==> src/rtl/mod7_sched_pkg.sv <==
// mod7_sched_pkg: shared states, constants and the bit-serial mod-7 step
package mod7_sched_pkg;
    typedef enum logic [1:0] {IDLE, SHIFT, DONE} state_t;
    localparam int MOD = 7;
    localparam int RW  = 3;
    function automatic logic [RW-1:0] mod7_step(input logic [RW-1:0] r, input logic b);
        logic [RW:0] t;
        t = {r, b};
        return (t >= (RW+1)'(MOD)) ? RW'(t - (RW+1)'(MOD)) : t[RW-1:0];
    endfunction
endpackage

==> src/rtl/mod7_residue.sv <==
// mod7_residue: registered residue accumulator, one message bit per enabled cycle
module mod7_residue
    import mod7_sched_pkg::*;
(
    input  logic          clk,
    input  logic          rst,
    input  logic          clr,
    input  logic          en,
    input  logic          bit_in,
    output logic [RW-1:0] residue
);
    always_ff @(posedge clk)
        if (rst || clr) residue <= '0;
        else if (en)    residue <= mod7_step(residue, bit_in);
endmodule

==> src/rtl/mod7_sched.sv <==
// mod7_sched: round-robin front end for a shared serial mod-7 engine (MOD7_SCHED_FIXED_PRIO_EN selects fixed priority)
module mod7_sched
    import mod7_sched_pkg::*;
#(
    parameter int NREQ  = 4,
    parameter int WIDTH = 16,
    parameter int IDW   = 2
) (
    input  logic                  clk,
    input  logic                  rst,
    input  logic [NREQ-1:0]       req_valid,
    output logic [NREQ-1:0]       req_ready,
    input  logic [NREQ*WIDTH-1:0] req_data,
    output logic                  res_valid,
    input  logic                  res_ready,
    output logic [IDW-1:0]        res_id,
    output logic [2:0]            res_rem,
    output logic                  busy
);
    localparam int CW = $clog2(WIDTH + 1);
    state_t          state, state_nx;
    logic [WIDTH-1:0] shreg;
    logic [CW-1:0]   count;
    logic [IDW-1:0]  gid, gnt, idx;
    logic            gnt_ok, take;
    logic [RW-1:0]   residue;
`ifdef MOD7_SCHED_FIXED_PRIO_EN
    always_comb begin
        gnt    = '0;
        gnt_ok = 1'b0;
        idx    = '0;
        for (int k = NREQ - 1; k >= 0; k--) begin
            idx = IDW'(k);
            if (req_valid[idx]) begin
                gnt    = idx;
                gnt_ok = 1'b1;
            end
        end
    end
`else
    logic [IDW-1:0] ptr;
    // Scan from farthest to nearest so the first requester after ptr wins last.
    always_comb begin
        gnt    = '0;
        gnt_ok = 1'b0;
        idx    = '0;
        for (int k = NREQ; k >= 1; k--) begin
            idx = IDW'((int'(ptr) + k) % NREQ);
            if (req_valid[idx]) begin
                gnt    = idx;
                gnt_ok = 1'b1;
            end
        end
    end
    always_ff @(posedge clk)
        if (rst)                           ptr <= IDW'(NREQ - 1);
        else if (state == DONE && res_ready) ptr <= gid;
`endif
    assign take = (state == IDLE) && gnt_ok;
    always_comb begin
        req_ready = '0;
        if (take) req_ready[gnt] = 1'b1;
    end
    always_comb begin
        state_nx = take                                   ? SHIFT :
                   (state == SHIFT && count == CW'(1))    ? DONE  :
                   (state == DONE && res_ready)           ? IDLE  : state;
    end
    always_ff @(posedge clk)
        if (rst) state <= IDLE;
        else     state <= state_nx;
    always_ff @(posedge clk)
        if (rst) begin
            shreg <= '0;
            count <= '0;
            gid   <= '0;
        end else if (take) begin
            shreg <= req_data[gnt*WIDTH +: WIDTH];
            count <= CW'(WIDTH);
            gid   <= gnt;
        end else if (state == SHIFT) begin
            shreg <= shreg << 1;
            count <= count - CW'(1);
        end
    mod7_residue u_residue (
        .clk     (clk),
        .rst     (rst),
        .clr     (take),
        .en      (state == SHIFT),
        .bit_in  (shreg[WIDTH-1]),
        .residue (residue)
    );
    assign res_valid = (state == DONE);
    assign res_id    = gid;
    assign res_rem   = res_valid ? residue : 3'd0;
    assign busy      = (state != IDLE);
endmodule

==> config.mk <==
export PLATFORM = sky130hd
export DESIGN_NAME = mod7_sched
export DESIGN_NICKNAME = d
export VERILOG_FILES = /design/src/rtl/mod7_sched_pkg.sv /design/src/rtl/mod7_residue.sv /design/src/rtl/mod7_sched.sv
export SDC_FILE = /design/constraint.sdc
export NUM_CORES = 1
export LEC_CHECK = 0
export BUFFER_PORTS_ARGS = -buffer_cell sky130_fd_sc_hd__clkbuf_2
export CORE_MARGIN = 2
export CORE_UTILIZATION = 43
export DETAILED_ROUTE_END_ITERATION = 7
export GPL_ROUTABILITY_DRIVEN = 1
export PLACE_DENSITY = 0.77
export SYNTH_ARGS = -nofsm -noshare
export SYNTH_HDL_FRONTEND = slang
export SYNTH_SLANG_ARGS = --single-unit
==> constraint.sdc <==
create_clock -name clk -period 1.6 [get_ports clk]
set_input_delay 0.16 -clock clk [delete_from_list [all_inputs] [get_ports clk]]
set_output_delay 0.16 -clock clk [all_outputs]
set_load 0.005 [all_outputs]
* Word level (Yosys, flattened, before mapping)
Cells that the tools add are included.
** Storage, ports and cells
- Input port bits :: 71
- Logic and storage cells :: 64
- Register bits :: 30
** Operators by class
- Equal/unequal tests :: 3
- Multiplexer cells :: 28
- Order comparisons :: 7
- Reduce and logical (&&, ||, !) cells :: 11
- Shift operators :: 1
- Add/subtract/negate cells :: 6
** Operator list (count)
- $shiftx 64x7->16 :: 1
- $mux 16 :: 2
- $lt 2x3->1 const B :: 5
- $mux 2 :: 6
- $mux 1 :: 10
- $mux 5 :: 2
- $bmux 1 s2 :: 4
- $mux 3 :: 2
- $reduce_bool 2->1 :: 3
- $eq 5x1->1 const B :: 1
- $sub 5x1->5 const B :: 1
- $add 2x1->2 const B :: 2
- $add 2x2->2 const B :: 2
- $ge 4x3->1 const B :: 1
- $logic_and 1x1->1 :: 4
- $mux 4 :: 1
- $reduce_bool 3->1 :: 1
- $sub 3x3->3 const B :: 1
- $demux 1 s2 :: 1
- $eq 2x1->1 const B :: 1
- $eq 2x2->1 const B :: 1
- $ge 2x1->1 const B :: 1
- $logic_not 2->1 :: 1
- $reduce_or 2->1 :: 1
- $logic_or 1x1->1 :: 1

* Depth between registers and ports, before layout
Gate-level depths: netlist (run 1).
- Word-level depth :: 12
- Gate-level depth with buffers :: 6

* Hierarchy
From an unflattened synthesis (run 1), not the netlist that was laid out.
** Second synthesis, totals
- Cell total of the unflattened synthesis :: 211
- Area total of the unflattened synthesis :: 1948.1 µm²
** Modules (own cells, without submodules)
- mod7_sched :: times used 1, cells an instance 193, area each 1784.2 µm², sequential area each 540.5 µm²
- mod7_residue :: times used 1, cells an instance 18, area each 163.9 µm², sequential area each 60.1 µm²

* Worst setup path before layout (run 1)
OpenSTA, ideal clock, no wires.
- Kind :: register -> register
- Start point :: register ptr[1]
- End point :: register shreg[12]
- Clock period less this slack :: 1.554 ns
- Cell stages (with the launch flop) :: 7
- Path buffers :: 2
- Path slack :: 0.046 ns
- Arrival :: 1.416 ns
- Cell sequence :: dfxtp_1 > nand2b_1 > a31oi_2 > buf_4 > buf_4 > mux2i_1 > o221ai_1
** On the way
- Cells in the longest elaborated chain, start to end :: 9
- Elaborated cells on any way between the ends :: 24
** RTL lines
- start, declared :: RTL line mod7_sched.sv:41 : logic [IDW-1:0] ptr;
- start signal, assigned :: RTL line mod7_sched.sv:56 : if (rst) ptr <= IDW'(NREQ - 1);
- start signal, assigned :: RTL line mod7_sched.sv:57 : else if (state == DONE && res_ready) ptr <= gid;
- $add 2x1->2 :: RTL line mod7_sched.sv:48 : idx = IDW'((int'(ptr) + k) % NREQ);
- $bmux 1 s2 :: RTL line mod7_sched.sv:49 : if (req_valid[idx]) begin
- $mux 1 (not written as such) :: RTL line mod7_sched.sv:49
- $mux 2 / $mux 1 (equally long branches) (4 in series) :: RTL line mod7_sched.sv:49
- $shiftx 64x7->16 / $logic_and 1x1->1 (equally long branches) :: RTL line mod7_sched.sv:78, mod7_sched.sv:59
- $mux 16 / $reduce_bool 2->1 (equally long branches)
- end signal, assigned :: RTL line mod7_sched.sv:78 : shreg <= req_data[gnt*WIDTH +: WIDTH];
- end signal, assigned :: RTL line mod7_sched.sv:82 : shreg <= shreg << 1;
- end, declared :: RTL line mod7_sched.sv:22 : logic [WIDTH-1:0] shreg;
Parallel ways exist; a longest one is shown, timed or not. The select of a mux whose other input is x is not followed.
A chain may end at the register's enable or synchronous reset.

* Worst setup path after layout (run 1)
- Start point :: register ptr[1]
- End point :: output req_ready[1]
** On the way
- Cells in the longest elaborated chain, start to end :: 12
- Elaborated cells on any way between the ends :: 27
** RTL lines
- $add 2x1->2 :: RTL line mod7_sched.sv:48
- $bmux 1 s2 :: RTL line mod7_sched.sv:49
- $mux 1 (not written as such) :: RTL line mod7_sched.sv:49
- $mux 2 (4 in series) :: RTL line mod7_sched.sv:49
- $lt 2x3->1 (not written as such) / $ge 2x1->1 (equally long branches) :: RTL line mod7_sched.sv:62 : if (take) req_ready[gnt] = 1'b1;
- $logic_and 1x1->1 (not written as such) :: RTL line mod7_sched.sv:62
- $mux 1 (not written as such) :: RTL line mod7_sched.sv:62
- $demux 1 s2 :: RTL line mod7_sched.sv:62
- $mux 4 * :: RTL line mod7_sched.sv:62
- end, declared :: RTL line mod7_sched.sv:12 : output logic [NREQ-1:0] req_ready,
Mark *: on every way between the ends. The rest lies on a longest branch, timed or not. The select of a mux whose other input is x is not followed.

==> metrics list, run 1 <==
- The die is roughly 70 um tall.
* Multiplexer area fraction after synthesis: 18.8%
- TritonCTS created 5 clock buffers.
- Summed over all failing endpoints, the final setup total negative slack is -0.111 ns.
* HPWL after detailed placement: 3.65 mm
* Initial DRT Pass Iterations: 4
* Parity-gate share of the synthesized area counting xor and xnor cells: 1.87%
* Worst-Margin Slew: 0.330 ns
- Synthesis-to-layout area growth: 41.7%
- For this run, design rule violations remaining after detail routing come to 0.
* Ports placed on the boundary: 82
- Peak fanout along the critical path: 7
* Number of nets in the layout: 371
- The via count of the first global-routing pass was 1837.
- Worst hold path stage count: 3
* Post-CTS clock slew at the launch and capture registers of the worst setup and hold paths: 0.06 ns
* Worst supply voltage drop on vdd: approximately 0.00035 V
* Wire length reported by the detailed router: 5.02 mm
- Before CTS, the worst setup slack after placement is -0.0443 ns.
- Required time of the worst setup path: 1.44 ns
- Clk pwr share: a little under a third
* Worst endpoint data arrival time: ~1.5 ns
- The min-delay analysis places its worst path in the category in2reg.
- In this run, flip-flops and latches consume between 40% and 50% of the power.
* Layout filler cell count: 345
* Initial DRC count: 122
- The worst pin sits at a relative slew slack of 78.0%.
- The count of pins over their slew limit came to 0.
- Clock tree from TritonCTS: built
- Of the available clock period, the critical path in the final layout requires 102%.
- Largest net degree at the start of global routing: 24
- Run status: finished, violations left
* Die area: 0.00489 mm^2
* Critical path's largest stage delay: 0.38 ns
- Synthesized Nets: 277
- For this design the total switching power over the nets is about 0.00054 W.
* Area share of fa/ha/maj cells after synthesis: 2.01%
* Total grt overflow: 0
- Grouping stages by cell kind, the critical path spends the most delay in flip-flops.
- Count of mapped cells out of synthesis: 203
- Number of vias per cell after detailed routing: 5.48
- The first global-routing pass estimated ~8.2 mm of wire.
- Maximum buffer depth of the clock tree: 2
- Setup violations remaining at the end of the flow were counted as 6.
- The floorplan step defined a core boundary enclosing between 0.004 and 0.005 mm^2.
- Number of endpoints with negative hold slack in the final report: 0
- The final reports fail on setup timing.
* Number of buffer cells added on primary ports: 81
- From left edge to right edge, the die measures 70.0 um.
- Share of post-route cells with drive strength above 1: a little over two fifths
- Measured in cells, the most critical reg-to-reg path has a length of 7.
- The critical path is of the reg2out type.
* Switching share of power: around 28%
- Once the floorplan was initialized, standard cells occupied 45.8% of the core.
* Highest Clock Rate: 610 MHz
* Placer congestion estimate: 0.876
- Synthesized-area fraction occupied by and/or/nand/nor cells: 19.3%
* Seq/Total Area, Yosys: 32.1%
- Final hold analysis gives a worst-case slack of 0.171 ns.
* Crit start category: flip-flop
- Slowest CP cell: sky130_fd_sc_hd__dfxtp_4
* Distinct cell type count of the synthesized netlist: 43
* GR Util All Layers: 20.9%
* Post-synthesis area per instance: 9.21 um^2
- The smallest clock period supported by the final layout is computed as 1.64 ns.
* FP Rows: 23
- Setup repair after global routing could not meet its margin everywhere.
- Number of inserted diodes: 0
- The number of antenna violations at the first check in global routing was 0.
- The number of hold buffers added after CTS was 0.
* Type of element capturing the critical path: primary output
- Counting both buffers and inverters, the worst setup path holds a total of 2.
- Master cell of the clock root buffer: sky130_fd_sc_hd__clkbuf_8
- Summing over every cut layer, the via total after detailed routing is around 1900.
- Yosys printed 0 warnings.
- The critical path goes through mux2i_1, o22a_1, o21ai_2, buf_12, nor3b_2, buf_2.
- Across the routed clock network, the largest skew measured is 0.00730 ns.
- Of the total power, combinational logic draws 25.3%.
- After detailed routing, the average wire length per cell comes to ~15 um.
* Routed Antenna Nets: 0
- Power per cell area: between 700 and 800 mW/mm^2
- For this run, the leading register cell type out of synthesis is sky130_fd_sc_hd__dfxtp_1.
* Share of flip-flops with an asynchronous set or reset after synthesis: 0%
* Fraction of the mapped netlist area in compound gates: between 20 and 25%
- Leak: between 1 and 1.5 nW
* Internal portion of total power: 0.00141 W
- Least setup slack across all paths after layout: -0.0387 ns
- Synthesis inferred 30 register bits.
- Logic depth of the worst path, buffers included: 6
* Overall power consumption: 0.00195 W
- The later pin in the worst-skew pair is clocked with a latency of 0.28 ns.
- The clock drives 30 sinks.
- Number of H-tree levels: 2
- Dominant combinational cell family by area after synthesis: compound AO/OA/AOI/OAI gates
* Netlist area before placement: 0.00187 mm^2
- EDFF count, synth: 0
- Across the run, the number of max-cap violations was 0.
[Yosys cell counts, types with 3 or more instances]
| cell type | count | area, um^2 |
|---|---|---|
| sky130_fd_sc_hd__a21oi_1 | 8 | 40.0 |
| sky130_fd_sc_hd__or3_1 | 7 | 43.8 |
| sky130_fd_sc_hd__o221ai_1 | 15 | 131 |
| sky130_fd_sc_hd__a22oi_1 | 15 | 113 |
| sky130_fd_sc_hd__clkbuf_1 | 3 | 11.3 |
| sky130_fd_sc_hd__inv_1 | 4 | 15.0 |
| sky130_fd_sc_hd__nor2_1 | 8 | 30.0 |
| sky130_fd_sc_hd__nand3_1 | 3 | 15.0 |
| sky130_fd_sc_hd__mux2i_1 | 34 | 340 |
| sky130_fd_sc_hd__ha_1 | 3 | 37.5 |
| sky130_fd_sc_hd__nand3b_1 | 3 | 22.5 |
| sky130_fd_sc_hd__dfxtp_1 | 30 | 601 |
| sky130_fd_sc_hd__nand2_1 | 12 | 45.0 |
| sky130_fd_sc_hd__or2_0 | 8 | 50.1 |
| sky130_fd_sc_hd__nand2b_1 | 5 | 31.3 |
| sky130_fd_sc_hd__buf_2 | 6 | 30.0 |
| sky130_fd_sc_hd__and2_1 | 3 | 18.8 |
| sky130_fd_sc_hd__nor2b_1 | 4 | 25.0 |
[worst register-to-register path: cells and delay by family, from the launching register on]
family          cells  cell delay (ns)
compound gates      3             0.31
buf+inv             2             0.31
flops               1             0.38
mux                 1             0.19
simple gates        1             0.36
[per-stage QoR]
stage / util, % / cell area (um^2) / instances
2_1_floorplan: - / 1870 / 203
3_3_place_gp: 59.0 / 2410 / 334
5_1_grt: 64.9 / 2650 / 346
4_1_cts: 63.0 / 2580 / 345
3_5_place_dp: 59.0 / 2410 / 334
6_report: 64.9 / 2650 / 346
[state kept, by name, summed over array words and instances, names as in the netlist]
register / cells
state: 2
count: 5
res_id: 2
shreg: 16
u_residue.residue: 3
ptr: 2
[logic make-up (layout without fill, tap and decap cells)]
| kind of cell | count (synthesis) | count (layout) |
|---|---|---|
| buf+inv | 16 | 109 |
| flops | 30 | 30 |
| fa+ha+maj | 3 | 3 |
| compound gates | 51 | 51 |
| mux | 35 | 35 |
| simple gates | 64 | 64 |
| xor+xnor | 4 | 4 |
[cell usage in the layout, fill, tap and decap left out, types with 4 or more instances in the layout]
cell | Yosys | final
sky130_fd_sc_hd__a21oi_1 | 8 | 8
sky130_fd_sc_hd__a22oi_1 | 15 | 15
sky130_fd_sc_hd__buf_2 | 6 | 4
sky130_fd_sc_hd__buf_4 | 2 | 9
sky130_fd_sc_hd__buf_6 | 1 | 4
sky130_fd_sc_hd__clkbuf_2 | 0 | 77
sky130_fd_sc_hd__clkbuf_8 | 0 | 6
sky130_fd_sc_hd__dfxtp_1 | 30 | 27
sky130_fd_sc_hd__inv_1 | 4 | 4
sky130_fd_sc_hd__mux2i_1 | 34 | 31
sky130_fd_sc_hd__nand2_1 | 12 | 11
sky130_fd_sc_hd__nand2b_1 | 5 | 5
sky130_fd_sc_hd__nor2_1 | 8 | 6
sky130_fd_sc_hd__o221ai_1 | 15 | 14
sky130_fd_sc_hd__or2_0 | 8 | 8
sky130_fd_sc_hd__or3_1 | 7 | 7
[layer usage]
metal	vias up	share of wire (%)	track usage, %
met5	-	0	0
met4	0	2.1	8.76
met3	9	5.6	3.75
met2	66	50	35.1
met1	868	42	26.1
li1	953	-	-
[worst paths after layout]
| check | start | slack, ns | endpoint |
|---|---|---|---|
| worst max-delay path | ptr[1] | -0.04 | req_ready[1] |
| worst min-delay path | req_data[29] | 0.17 | shreg[13] |
| worst max register to register | ptr[1] | -0.01 | shreg[13] |
| worst min register to register | res_id[1] | 0.48 | res_id[1] |
[timing repair]
item | CTS | global route
gates resized for setup | 10 | 19
cloned | 1 | 1
pin swaps | 10 | 4
hold endpoints to repair | 0 | 0
buffers inserted | 5 | 0
setup endpoints to repair | 16 | 26
[layout make-up]
type                            instances  area (um^2)  area share, %
Clock buffer                            6         82.6           3.11
Multi-Input combinational cell        157         1250           47.2
Timing Repair Buffer                   99          631           23.8
Sequential cell                        30          609           23.0
Tap cell                               50         62.6           2.36
Inverter                                4         15.0          0.566
[power by group through the flow]
stage | Combinational, W | Sequential [W] | Clock [W]
floorplan | 0.000260 | 0.000858 | 0
global placement | 0.000434 | 0.000869 | 0
detailed placement | 0.000444 | 0.000871 | 0
CTS | 0.000472 | 0.000854 | 0.000604
global route | 0.000548 | 0.000864 | 0.000642
finish | 0.000494 | 0.000856 | 0.000599
No activity file was read; power rests on OpenSTA's default activity.
==> inputs of run 2 (changes only) <==
--- a/config.mk
+++ b/config.mk
@@ -7,10 +7,12 @@
 export LEC_CHECK = 0
 export BUFFER_PORTS_ARGS = -buffer_cell sky130_fd_sc_hd__clkbuf_2
 export CORE_MARGIN = 2
-export CORE_UTILIZATION = 43
+export CORE_UTILIZATION = 44
+export CTS_BUF_LIST = sky130_fd_sc_hd__clkbuf_4
 export DETAILED_ROUTE_END_ITERATION = 7
 export GPL_ROUTABILITY_DRIVEN = 1
-export PLACE_DENSITY = 0.77
+export PLACE_DENSITY = 0.78
+export SKIP_LAST_GASP = 1
 export SYNTH_ARGS = -nofsm -noshare
 export SYNTH_HDL_FRONTEND = slang
 export SYNTH_SLANG_ARGS = --single-unit
==> metrics list, run 2 (synthesis results as in run 1) <==
- Run status: finished, violations left
- Violated checks: setup timing
* Number of vias per cell after detailed routing: 5.47
- Setup repair after global routing could not meet its margin everywhere.
* Synthesis-to-layout area growth: 43.5%
* Number of clock sinks seen by CTS: 30
* Starting utilization of the core area: a little under half
* Largest register FFs: 16
* Max-slew violation total from the final report: 0
* Post-CTS clock slew at the launch and capture registers of the worst setup and hold paths: 0.09 ns
- Worst endpoint data arrival time: 1.60 ns
- Across the VDD grid, the largest voltage drop is 0.000324 V.
* CORE AREA: just over 0.004 mm^2
* Overall power consumption: 0.00183 W
* Final worst path period share: 110%
- Most flops, register: shreg
- The startpoint identified for the worst register-to-register timing path is ptr[1].
- Type of element capturing the critical path: primary output
- The count of buffers added on input and output ports is between 80 and 90.
* Wire length of the first global-routing pass: 8.51 mm
* Worst-Margin Slew: around 0.35 ns
- Before antenna repair, the detailed router went through 5 iterations.
- Class of the worst hold path: in2reg
- Number of inserted diodes: 0
- At the end of the flow, the number of nets in the layout was 376.
- Wire length reported by the detailed router: approximately 5.3 mm
* Residual DRC count: 0
- Placer congestion estimate: 0.826
- Final design area excluding fillers: 0.00269 mm^2
* Largest net degree at the start of global routing: 24
- Peak fanout along the critical path: 7
- Die extent in x: 69.2 um
- The worst setup path is launched from a flip-flop.
- Die area: 0.00479 mm^2
- The floorplan has 23 rows.
- For this block, the via count after detailed routing is 1931.
- The detail route stage leaves a number of antenna-violating nets equal to 0.
* Number of H-tree levels: 2
- Required time of the worst setup path: 1.44 ns
* Registers with the most flip-flops: shreg x16, count x5, u_residue.residue x3
- Wire length per cell: ~15 um
- In this run the cell area measured after placement is 0.00243 mm^2.
- Clock tree synthesis inserted a total of 5 buffers.
* Initial DRC count: 142
* Vias in the first global route: 1876
- The worst hold path begins at req_data[38].
- Headroom to the max-slew limit came out at 76.9%.
- The top cell types in the final layout, fill and taps aside, are sky130_fd_sc_hd__clkbuf_2, sky130_fd_sc_hd__mux2i_1, sky130_fd_sc_hd__dfxtp_1.
- Die height: ~70 um
* Max-capacitance violation count: 0
- Tmin final: 1.76 ns
- Worst-Skew Late Latency: 0.33 ns
- Summed over all cells, the static leakage comes to 1.18 nW.
- In this run the power density over the cells is about 700 mW/mm^2.
- In the post-route analysis, the smallest setup slack over all paths is -0.161 ns.
- Class of the most critical setup path: reg2out
- Global routing finished with a remaining overflow of 0.
* Antenna violations before repair: 0
* GR Util All Layers: 21.5%
* Ports placed on the boundary: 82
- Setup slack after placement: -0.0927 ns
- HPWL after detailed placement: around 3.7 mm
- In this run the deepest clock path goes through 2 buffers.
- TritonCTS built the clock tree.
* Share of post-route cells with drive strength above 1: 45.2%
* Highest Clock Rate: 568 MHz
- Origin of the worst setup path: ptr[1]
- Setup violations, final: 15
- Master cell of the clock root buffer: sky130_fd_sc_hd__clkbuf_4
* Commonest non-fill, non-tap cell in the layout: sky130_fd_sc_hd__clkbuf_2
- Across all hold checks on the routed design, the worst slack comes to around 0.14 ns.
* Number of endpoints with negative hold slack in the final report: 0
* Maximum clock skew at final layout: 0.00890 ns
-- run 2: cell count changes in the layout (fill, tap and decap cells not counted), moves of 2 or more --
| cell | change |
|---|---|
| sky130_fd_sc_hd__clkbuf_2 | +3 |
| sky130_fd_sc_hd__buf_2 | -3 |
| sky130_fd_sc_hd__clkbuf_8 | -6 |
| sky130_fd_sc_hd__buf_4 | +3 |
| sky130_fd_sc_hd__clkbuf_4 | +6 |
| sky130_fd_sc_hd__buf_12 | +2 |
-- run 2: layout make-up --
cell class | instances | area (um^2)
Clock buffer | 6 | 45.0
Fill cell | 309 | 1370
Sequential cell | 30 | 606
Tap cell | 50 | 62.6
Multi-Input combinational cell | 158 | 1300
Timing Repair Buffer | 103 | 652
Inverter | 4 | 15.0
Clock inverter | 2 | 8.76
-- run 2: what timing repair did --
| item | 4_1_cts | 5_1_grt |
|---|---|---|
| setup endpoints to repair | 20 | 23 |
| gates cloned | 1 | 1 |
| resized for setup | 14 | 18 |
| pin swaps | 6 | 8 |
| hold buffers | 0 | 0 |
| setup buffers | 7 | 1 |
-- run 2: routing by layer --
metal,up-vias,share of wire [%],global-route usage [%]
met2,78,50,38.5
li1,965,-,-
met1,878,42,25.9
met4,0,1.8,5.88
met3,10,6.1,4.65
met5,-,0,0
-- run 2: final timing paths --
check,endpoint,slack [ns],depth (start not counted)
min reg2reg,res_id[1],0.48,2
min,shreg[6],0.14,3
max reg2reg,shreg[6],-0.07,8
max,req_ready[2],-0.16,6
-- run 2: report_power, final --
part           total (W)  internal [W]  switching [W]  leakage (nW)
registers       0.000856      0.000807      0.0000488         0.246
clock network   0.000442      0.000182       0.000260        0.0331
logic           0.000527      0.000287       0.000241         0.905
-- run 2: critical path, stage by stage, from the launching register on --
cell and delay (ns):
sky130_fd_sc_hd__dfxtp_4 0.38, sky130_fd_sc_hd__a21o_1 0.21, sky130_fd_sc_hd__a31oi_4 0.23, sky130_fd_sc_hd__buf_12 0.15, sky130_fd_sc_hd__nand2_4 0.06, sky130_fd_sc_hd__nor2_1 0.12, sky130_fd_sc_hd__clkbuf_2 0.14
-- run 2: stage by stage --
stage	util (%)	instances	TNS [ns]
finish	66.2	353	-1.07
global route	66.2	353	-2.68
CTS	64.9	352	-0.876
detailed placement	59.8	336	-0.530
global placement	59.8	336	0
floorplan	-	203	0
==> inputs of run 3 (changes only) <==
--- a/config.mk
+++ b/config.mk
@@ -12,6 +12,7 @@
 export DETAILED_ROUTE_END_ITERATION = 7
 export GPL_ROUTABILITY_DRIVEN = 1
 export PLACE_DENSITY = 0.78
+export SETUP_SLACK_MARGIN = 0.1
 export SKIP_LAST_GASP = 1
 export SYNTH_ARGS = -nofsm -noshare
 export SYNTH_HDL_FRONTEND = slang
==> constraint.sdc (replaced) <==
create_clock -name clk -period 1.6 [get_ports clk]
set_input_delay 0.24 -clock clk [delete_from_list [all_inputs] [get_ports clk]]
set_output_delay 0.24 -clock clk [all_outputs]
set_load 0.02 [all_outputs]
==> metrics list, run 3 (synthesis results as in run 1) <==
- After detailed routing, the average wire length per cell comes to 15.9 um.
- Routed Antenna Nets: 0
- Total grt overflow: 0
- The worst hold path begins at req_data[29].
- The core region is 0.00406 mm^2.
- Setup violations, final: 21
- Leaving out fill and tap cells, the most frequent cells in the layout are sky130_fd_sc_hd__clkbuf_2, sky130_fd_sc_hd__mux2i_1, sky130_fd_sc_hd__dfxtp_1.
- The worst register-to-register path has a setup slack of -0.37 ns.
- The via count of the first global-routing pass is roughly 2000.
- Die extent in x: 69.2 um
* Origin of the worst setup path: ptr[1]
- For this run, the number of standard cells in the final layout without fillers is 362.
- HPWL after detailed placement: between 3 and 4 mm
* Slowest CP cell: sky130_fd_sc_hd__dfxtp_4
* Largest register FFs: 16
- Routability-driven placement finished with a final weighted congestion of ~0.79.
- The number of antenna diodes in the final layout is 0.
* Final design area excluding fillers: 0.00297 mm^2
- Once routing completed, OpenROAD measured the worst setup slack at -0.371 ns.
- Relative to the synthesized area, the layout overhead comes to 58.6%.
- Peak fanout along the critical path: 7
- The startpoint identified for the worst register-to-register timing path is ptr[1].
- The detailed router placed approximately 2000 vias in this run.
- Power spread over the standard cell area amounts to 654 mW/mm^2.
- Starting utilization of the core area: roughly 46%
- Antenna violations before repair: 0
* Run status: finished, violations left
* Worst-Skew Late Latency: 0.35 ns
- Core utilization of the finished layout: 73.1%
- Initial DRC count: 73
* Worst supply voltage drop on vdd: roughly 0.00043 V
* Overall power consumption: 0.00194 W
* Number of endpoints with negative hold slack in the final report: 0
- Entering global routing, the biggest net connects 24 pins.
- Leak: 1.29 nW
- CTS built an H-tree with a depth of 2.
- The worst setup path is launched from a flip-flop.
- Setup repair after global routing could not meet its margin everywhere.
* Required time of the worst setup path: 1.36 ns
- Traced cell by cell, the critical path runs through mux2i_1, o22a_1, o21ai_4, buf_4, nor2_4, buf_8.
- Measured against its own limit, the worst slew margin works out to 74.7%.
- FP Rows: 23
- STA classifies the critical path endpoint as a primary output.
- Die height: 69.2 um
- Violated checks: setup timing
- Wire length of the first global-routing pass: between 9 and 10 mm
- Number of nets in the layout: just under 400
- Die area: 0.00479 mm^2
* Max-slew violation total from the final report: 0
- Counting every sink on the clock net gives 30.
- The library cell used most frequently in the layout, excluding fill and tap cells, is sky130_fd_sc_hd__clkbuf_2.
* TNS Setup: -4.86 ns
* Max-capacitance violation count: 0
- In this run, CTS created clock tree buffers numbering 5.
- After detailed placement, the total cell area comes to 0.00248 mm^2.
- Maximum buffer depth of the clock tree: 2
- Critical path's largest stage delay: 0.41 ns
- Initial DRT Pass Iterations: 4
- In this run the worst hold path is classified as in2reg.
- For the final database, setup skew stands at 0.0149 ns.
* Highest Clock Rate: 507 MHz
- Tmin final: 1.97 ns
- GR Util All Layers: 24.2%
- More flip-flops sit in one register than any other, and that register is shreg.
- Clock tree from TritonCTS: built
- The tree is rooted in a sky130_fd_sc_hd__clkbuf_4.
* Registers with the most flip-flops: shreg x16, count x5, u_residue.residue x3
- The worst setup path is of the reg2out kind.
- In the routed design, unresolved DRC markers number 0.
* Placed cell count: 337
* Final worst path period share: 123%
* Post-CTS clock slew at the launch and capture registers of the worst setup and hold paths: 0.10 ns
* Number of vias per cell after detailed routing: 5.44
- 82 I/O pins were placed.
- Layout filler cell count: 269
- For the pin with the worst max-slew slack, the measured transition is about 0.38 ns.
- At the worst endpoint, the arrival time is ~1.7 ns.
- For this block, the routed nets add up to 5.76 mm of wire.
- Share of post-route cells with drive strength above 1: between 50% and 60%
* Number of buffer cells added on primary ports: 81
==> run 3: per-layer routing <==
| layer | share of wire [%] | vias to the layer above | routed length, um | global-route usage, % |
|---|---|---|---|---|
| li1 | - | 989 | - | - |
| met5 | 0 | - | 0 | 0 |
| met3 | 6.0 | 6 | 344 | 6.69 |
| met4 | 1.2 | 0 | 70 | 7.84 |
| met2 | 50 | 69 | 2870 | 40.7 |
| met1 | 43 | 905 | 2470 | 29.9 |
==> run 3: timing repair <==
item	4_1_cts	5_1_grt
hold buffers	0	0
buffers inserted	10	4
pin swaps	7	8
gates cloned	4	0
gates resized for setup	42	20
endpoints found under the setup margin	25	25
==> run 3: cell type report <==
class	instances	area, um^2	area share (%)
clock buffer	6	45.0	1.52
inverter	4	15.0	0.506
tap	50	62.6	2.11
sequential	30	616	20.8
timing repair buffer	112	802	27.0
clock inverter	2	8.76	0.295
multi-input combinational	158	1420	47.8
==> run 3: worst paths after layout <==
check            endpoint  depth (start not counted)
max          req_ready[2]                          6
min             shreg[13]                          3
max reg2reg      shreg[4]                          7
min reg2reg     res_id[1]                          2
==> run 3: worst max-delay path: cells and delay by family, from the launching register on <==
| kind | cells | cell delay (ns) |
|---|---|---|
| AO/OA/AOI/OAI | 2 | 0.32 |
| AND/OR/NAND/NOR | 1 | 0.11 |
| flip-flops | 1 | 0.41 |
| buffers and inverters | 2 | 0.27 |
| multiplexers | 1 | 0.27 |
==> run 3: per-stage QoR <==
step	hold WS, ns	worst slack [ns]
CTS	0.192	-0.272
detailed placement	0.475	-0.105
finish	0.187	-0.371
floorplan	0.431	0.0653
global placement	0.474	-0.0433
global route	0.199	-0.386
==> run 3: power by group <==
| part | internal, W | switching [W] |
|---|---|---|
| Combinational | 0.000339 | 0.000293 |
| Clock | 0.000182 | 0.000277 |
| Sequential | 0.000804 | 0.0000466 |
